<file path="src/rtl/mem_access_unit.sv">
// mem_access_unit: MEM pipeline stage with a two-state handshake to data memory.
// Loads/stores are issued from IDLE and held in WAIT until dmem_ready.
// Optional: define MEM_ACCESS_TIMEOUT_EN for a 255-cycle WAIT timeout with bus_err_out.
//
// state | meaning
// IDLE  | pass-through of EX/MEM; issue request for an aligned memory op
// WAIT  | request held on the bus, pipeline frozen until dmem_ready
module mem_access_unit (
  input  logic        clk,
  input  logic        reset,
  input  logic        RegWrite_in,
  input  logic        MemToReg_in,
  input  logic        MemRead_in,
  input  logic        MemWrite_in,
  input  logic [31:0] alu_result_in,
  input  logic [31:0] rs2_data_in,
  input  logic [2:0]  funct3_in,
  input  logic [4:0]  rd_in,
  output logic        dmem_req,
  output logic        dmem_we,
  output logic [31:0] dmem_addr,
  output logic [31:0] dmem_wdata,
  output logic [3:0]  dmem_wstrb,
  input  logic        dmem_ready,
  input  logic [31:0] dmem_rdata,
  output logic        stall_out,
  output logic        RegWrite_out,
  output logic        MemToReg_out,
  output logic [31:0] alu_result_out,
  output logic [31:0] mem_rdata_out,
  output logic [4:0]  rd_out,
  output logic        misalign_out,
  output logic        bus_err_out
);

  typedef enum logic {IDLE = 1'b0, WAIT = 1'b1} state_t;

  state_t      state, state_nxt;
  logic        mem_op, is_store, is_byte, is_half, misaligned;
  logic        issue, complete, timeout;
  logic [3:0]  wstrb_nxt;
  logic [31:0] wdata_nxt, load_shift, load_data;
  // Operation captured at issue so completion does not depend on the frozen inputs.
  logic        op_store, op_regwrite, op_memtoreg;
  logic [2:0]  op_funct3;
  logic [4:0]  op_rd;
  logic [31:0] op_alu;

  assign mem_op     = MemRead_in | MemWrite_in;
  assign is_store   = MemWrite_in;
  assign is_byte    = (funct3_in[1:0] == 2'b00);
  assign is_half    = (funct3_in[1:0] == 2'b01);
  assign misaligned = mem_op & ((is_half & alu_result_in[0]) |
                      (!is_byte & !is_half & (alu_result_in[1:0] != 2'b00)));

`ifdef MEM_ACCESS_TIMEOUT_EN
  logic [7:0] wait_cnt;
  assign timeout = (state == WAIT) & !dmem_ready & (wait_cnt == 8'hFF);

  // WAIT-cycle counter and one-cycle bus error pulse on expiry
  always_ff @(posedge clk) begin
    if (reset) begin
      wait_cnt    <= 8'd0;
      bus_err_out <= 1'b0;
    end else begin
      bus_err_out <= timeout;
      if (issue)
        wait_cnt <= 8'd0;
      else if (state == WAIT)
        wait_cnt <= wait_cnt + 8'd1;
    end
  end
`else
  assign timeout     = 1'b0;
  assign bus_err_out = 1'b0;
`endif

  // State register
  always_ff @(posedge clk) begin
    if (reset) state <= IDLE;
    else       state <= state_nxt;
  end

  // Next state, stall and handshake decisions
  always_comb begin
    state_nxt = state;
    stall_out = 1'b0;
    issue     = 1'b0;
    complete  = 1'b0;
    case (state)
      IDLE: begin
        if (mem_op && !misaligned) begin
          stall_out = 1'b1;
          issue     = 1'b1;
          state_nxt = WAIT;
        end
      end
      WAIT: begin
        if (dmem_ready) begin
          complete  = 1'b1;
          state_nxt = IDLE;
        end else if (timeout) begin
          state_nxt = IDLE;
        end else begin
          stall_out = 1'b1;
        end
      end
      default: state_nxt = IDLE;
    endcase
  end

  // Store lane strobes and replicated write data
  always_comb begin
    wstrb_nxt = 4'b1111;
    wdata_nxt = rs2_data_in;
    if (is_byte) begin
      wstrb_nxt = 4'b0001 << alu_result_in[1:0];
      wdata_nxt = {4{rs2_data_in[7:0]}};
    end else if (is_half) begin
      wstrb_nxt = 4'b0011 << alu_result_in[1:0];
      wdata_nxt = {2{rs2_data_in[15:0]}};
    end
  end

  // Load lane select and extension
  always_comb begin
    load_shift = dmem_rdata >> {op_alu[1:0], 3'b000};
    case (op_funct3)
      3'b000:  load_data = {{24{load_shift[7]}}, load_shift[7:0]};
      3'b001:  load_data = {{16{load_shift[15]}}, load_shift[15:0]};
      3'b100:  load_data = {24'd0, load_shift[7:0]};
      3'b101:  load_data = {16'd0, load_shift[15:0]};
      default: load_data = dmem_rdata;
    endcase
  end

  // Request registers, captured op and MEM/WB outputs
  always_ff @(posedge clk) begin
    if (reset) begin
      dmem_req       <= 1'b0;
      dmem_we        <= 1'b0;
      dmem_addr      <= 32'd0;
      dmem_wdata     <= 32'd0;
      dmem_wstrb     <= 4'd0;
      RegWrite_out   <= 1'b0;
      MemToReg_out   <= 1'b0;
      alu_result_out <= 32'd0;
      mem_rdata_out  <= 32'd0;
      rd_out         <= 5'd0;
      misalign_out   <= 1'b0;
      op_store       <= 1'b0;
      op_regwrite    <= 1'b0;
      op_memtoreg    <= 1'b0;
      op_funct3      <= 3'd0;
      op_rd          <= 5'd0;
      op_alu         <= 32'd0;
    end else begin
      misalign_out <= 1'b0;
      if (state == IDLE) begin
        if (issue) begin
          dmem_req     <= 1'b1;
          dmem_we      <= is_store;
          dmem_addr    <= {alu_result_in[31:2], 2'b00};
          dmem_wdata   <= is_store ? wdata_nxt : 32'd0;
          dmem_wstrb   <= is_store ? wstrb_nxt : 4'd0;
          op_store     <= is_store;
          op_regwrite  <= RegWrite_in;
          op_memtoreg  <= MemToReg_in;
          op_funct3    <= funct3_in;
          op_rd        <= rd_in;
          op_alu       <= alu_result_in;
          RegWrite_out <= 1'b0;
          MemToReg_out <= 1'b0;
        end else begin
          RegWrite_out   <= RegWrite_in & !misaligned;
          MemToReg_out   <= MemToReg_in & !misaligned;
          alu_result_out <= alu_result_in;
          rd_out         <= rd_in;
          mem_rdata_out  <= 32'd0;
          misalign_out   <= misaligned;
        end
      end else if (complete) begin
        dmem_req       <= 1'b0;
        RegWrite_out   <= op_regwrite & !op_store;
        MemToReg_out   <= op_memtoreg & !op_store;
        alu_result_out <= op_alu;
        rd_out         <= op_rd;
        mem_rdata_out  <= op_store ? 32'd0 : load_data;
      end else begin
        if (timeout) dmem_req <= 1'b0;
        RegWrite_out <= 1'b0;
        MemToReg_out <= 1'b0;
      end
    end
  end

endmodule

</file>
<file path="config.mk">
export PLATFORM = sky130hd
export DESIGN_NAME = mem_access_unit
export DESIGN_NICKNAME = d
export VERILOG_FILES = /design/src/rtl/mem_access_unit.sv
export SDC_FILE = /design/constraint.sdc
export NUM_CORES = 1
export LEC_CHECK = 0
export ABC_AREA = 1
export BUFFER_PORTS_ARGS = -buffer_cell sky130_fd_sc_hd__buf_2
export CAP_MARGIN = 10
export CORE_UTILIZATION = 52
export CTS_BUF_LIST = sky130_fd_sc_hd__clkbuf_8
export DETAILED_ROUTE_END_ITERATION = 10
export PLACE_DENSITY = 0.79
export RECOVER_POWER = 25
export SYNTH_ARGS = -nofsm -noshare
export SYNTH_HDL_FRONTEND = slang
export SYNTH_SLANG_ARGS = --single-unit
</file>
<file path="constraint.sdc">
create_clock -name clk -period 1.75 [get_ports clk]
set_input_delay 0.175 -clock clk [delete_from_list [all_inputs] [get_ports clk]]
set_output_delay 0.175 -clock clk [all_outputs]
set_load 0.02 [all_outputs]
</file>
# Word level (Yosys, flattened, before mapping)
# Cells that the tools add are included.
[classes]
n_eq_ne = 6
n_reduce_logical = 13
bitwise_logic = 11
n_mux = 32
n_shift = 3
[op_table]
columns = ["cell", "count"]
rows = [
  ["$mux 32", 10],
  ["$pmux 32 s4", 1],
  ["$shr 32x5->16", 1],
  ["$mux 5", 3],
  ["$mux 1", 14],
  ["$mux 4", 3],
  ["$and 1x1->1", 8],
  ["$eq 3x3->1 const B", 2],
  ["$reduce_and 2->1", 3],
  ["$logic_not 1->1", 4],
  ["$reduce_bool 2->1", 2],
  ["$shl 1x2->4 const A", 1],
  ["$shl 2x2->4 const A", 1],
  ["$eq 3x1->1 const B", 1],
  ["$logic_not 3->1", 1],
  ["$reduce_or 3->1", 1],
  ["$eq 2x1->1 const B", 1],
  ["$logic_not 2->1", 1],
  ["$ne 2x1->1 const B", 1],
  ["$ne 2x2->1 const B", 1],
  ["$or 1x1->1", 2],
  ["$pmux 1 s2", 1],
  ["$logic_and 1x1->1", 1],
  ["$not 1->1", 1],
]
[totals]
regBits = 183
out_inout_bits = 144

# Depth between registers and ports, before layout
[logic_depth]
depth_word = 12
depth_mapped = 11
ltp_nobuf = 10

# Least setup slack after synthesis
# No wires, ideal clock.
[synth_path]
path_type = "reg-to-reg"
start = "register state"
end = "register alu_result_out[10]"
arrival_ps = 1235
path_buffers = 4
path_slack_ps = 400
setup_ps = 115
required_ps = 1635
synth_period_minus_slack_ps = 1350
path_stages_with_launch = 9
path_cell_list = "dfxtp_1 -> buf_2 -> inv_2 -> or2_1 -> clkbuf_1 -> buf_6 -> buf_2 -> a21oi_1 -> nor2_1"
[synth_between]
elab_chain_len = 3
[synth_rtl]
columns = ["item", "line", "source"]
rows = [
  ["start, declared", "38", "state_t state, state_nxt;"],
  ["start signal, assigned", "81", "else state <= state_nxt;"],
  ["$mux 1", "90", "case (state)"],
  ["$ne 2x2->1 (no source line) / $ne 2x1->1 (equally long branches)", "-", ""],
  ["$reduce_and 2->1 (no source line)", "-", ""],
  ["end signal, assigned", "177", "alu_result_out <= alu_result_in;"],
  ["end signal, assigned", "186", "alu_result_out <= op_alu;"],
  ["end, declared", "29", "output logic [31:0] alu_result_out,"],
]
# Several ways; a longest one is shown, not always the timed one.
# A chain may end at the register's enable or synchronous reset.

# Final worst setup path
[layout_path]
start = "register state"
end = "output port stall_out"
[layout_between]
elab_chain_len = 2
[layout_rtl]
columns = ["item", "line", "source"]
rows = [
  ["$not 1->1 (no source line)", "-", ""],
  ["$pmux 1 s2 *", "90", ""],
  ["end, declared", "26", "output logic stall_out,"],
]
# Mark *: on every way between the ends. The rest lies on a longest branch, timed or not.

==> flow_summary.toml <==
[routing]
via_count = 8043
drt_wl_total_um = 21500
detail-route-antenna-nets = 0
via_per_inst = 5.37
drt_iter0_drc = 651
first_pass_iters = 5
drc = 0
routedWlPerCell_um = 14.4

[sta]
slew_viol_final = 0
hold_viol = 0
post-route-period-util_pct = 94.6
whs_ns = 0.0229
period_minus_slack_ns = 1.66
skew_ns = 0.00943
max_freq_mhz = 604
finalSetupTns_ns = 0
setup-violations-final = 0
maxSlewHeadroom_pct = 65.9
rsz0062_at_grt = "no"
worstMarginPinSlew_ns = 0.510

[clocking]
cts_root_buffer = "clkbuf_8"
cts_made_buffers = 17
clock_latency_ns = 0.46
path_clk_slew_ns = 0.08
ctsHtreeMaxLevel = 4
cts_tree = "yes"
cts_sinks = 153
clockBufferDepth = 2

[placed_design]
place.gp.congestion = 0.899
port_buffers = 251
place_inst = 1415
hpwl_um = 14200

[layout]
area_growth_pct = 24.9
multi_input_area_um2 = 3620
fin_cells = 1497
finalNetCount = 1417
fin_util_pct = 66.9
regArea_um2 = 3070
nFillCells = 1299
drive_gt1_share_pct = 20.2

[worst_setup_path]
critPathKind = "reg -> out"
worstSetupEndpointType = "output pin"
cp_max_fo = 7
cp-start-kind = "flip-flop"
worstPathArrival_ns = 1.48
required_ns = 1.57

[logic_synthesis]
synth-xor-area-share_pct = 0
synthMuxAreaShare_pct = 4.70
synth.distinct_cells = 27
synth_warnings = 0
synth_fa_ha_area_share_pct = 0.671
synth-simple-area-share_pct = 31.8
syn-cell-area_um2 = 7460
syn_inst = 1067
ys_seq_elements = 153
synth_top_family_by_area = "simple AND/OR/NAND/NOR gates"
synth-seq-area-share_pct = 41.1
syn_area_per_cell_um2 = 6.99
synth_compound_area_share_pct = 10.9

[power]
p_total_mw = 8.47
power.density_nw_per_um2 = 909
peakVddDrop_uv = 968
p_leak_nw = 4.50

[global_route]
grt_pass1_vias = 7043
globalRouteOverflowTotal = 0
track_usage_pct = 28.7
grt_max_degree = 115
antenna_found_initial = 3
grt_pass1_wl_um = 33800

[die]
die_w_um = 122
rows = 43
initial_core_util_pct = 53.5
fp.dieH_um = 122
ios = 255
die_area_um2 = 14800
core-area_um2 = 13900

[status]
status = "finished clean"

[job]
cap_violations = 0

[worst_hold_path]
min_path_type = "in -> reg"
## metal layers
layer	GRT usage (%)	vias up	share of wire, %
met5	0	-	0
met4	11.9	0	3.3
met3	8.75	59	8.9
met2	44.7	371	45
met1	36.8	3684	43
li1	-	3929	-
## registers in the layout (all words and copies together), names as in the netlist, 3 cells and up
| name | cells |
|---|---|
| op_alu | 32 |
| dmem_wdata | 32 |
| op_funct3 | 3 |
| dmem_wstrb | 4 |
| rd_out | 5 |
| mem_rdata_out | 32 |
| alu_result_out | 32 |
| op_rd | 5 |
## cells in the final DEF, fill, tap and decap left out, drive strengths merged
cell	instances
inv	30
clkinvlp	2
ha	4
conb	3
o2111ai	5
o211ai	1
diode	3
or2	1
dfxtp	153
mux2i	35
buf	217
nand2	233
clkbuf	92
nor3	3
o21ai	60
dlygate4sd3	44
a21oi	92
nor2	164
nand3	166
clkinv	9
## cell usage after synthesis, drive strengths merged
cell | count | share of area, %
or2 | 1 | 0.084
ha | 4 | 0.67
dfxtp | 153 | 41
nor3 | 3 | 0.35
conb | 1 | 0.050
mux2i | 35 | 4.7
a21oi | 92 | 6.2
inv | 27 | 1.4
o211ai | 1 | 0.10
nand2 | 233 | 12
nor2 | 164 | 8.3
nand3 | 166 | 11
clkbuf | 33 | 1.7
clkinv | 1 | 0.050
o21ai | 60 | 4.0
o2111ai | 5 | 0.59
buf | 88 | 7.8
## kinds of logic after synthesis
kind of cell             after synthesis
AO/OA/AOI/OAI                        158
adder cells (fa/ha/maj)                4
buffers and inverters                149
flip-flops                           153
multiplexers                          35
other                                  1
AND/OR/NAND/NOR                      567
## final cells by class
class / instances / area share, %
Tap cell: 180 / 2.42
Clock buffer: 18 / 2.66
Timing Repair Buffer: 335 / 21.1
Sequential cell: 153 / 32.9
Inverter: 28 / 1.13
Antenna cell: 3 / 0.0806
Multi-Input combinational cell: 767 / 38.8
Clock inverter: 13 / 0.859
## metrics by stage
step	cell area (µm²)	setup slack [ns]
2_1_floorplan	7460	0.400
3_3_place_gp	8590	0.119
3_5_place_dp	8590	0.0715
4_1_cts	9370	0.0235
5_1_grt	9320	0.0110
6_report	9320	0.0946
## worst paths after layout
kind,from,to,slack [ns],depth (start not counted)
worst max-delay path,state,stall_out,0.09,4
worst min-delay path,rs2_data_in[0],dmem_wdata[0],0.02,3
worst max register to register,state,mem_rdata_out[15],0.21,7
worst min register to register,dmem_wdata[27],dmem_wdata[27],0.47,2
## repair_timing
item                                   4_1_cts  5_1_grt
pin swaps                                    0        1
setup endpoints to repair                    1       14
gates resized for setup                      3        2
setup buffers                                0        4
hold buffers                                44        0
endpoints found under the hold margin       47        0
## worst max-delay path, stage by stage (launching register included)
cell,delay (ns)
dfxtp_2,0.36
inv_2,0.05
or2_2,0.31
nand2_4,0.12
clkbuf_4,0.19
## power breakdown
| part | switching [mW] | internal [mW] |
|---|---|---|
| Sequential | 0.176 | 3.76 |
| Clock | 1.35 | 0.994 |
| Combinational | 1.39 | 0.794 |
| Total | 2.92 | 5.55 |
Note: power is estimated with default switching activity, not from simulation.
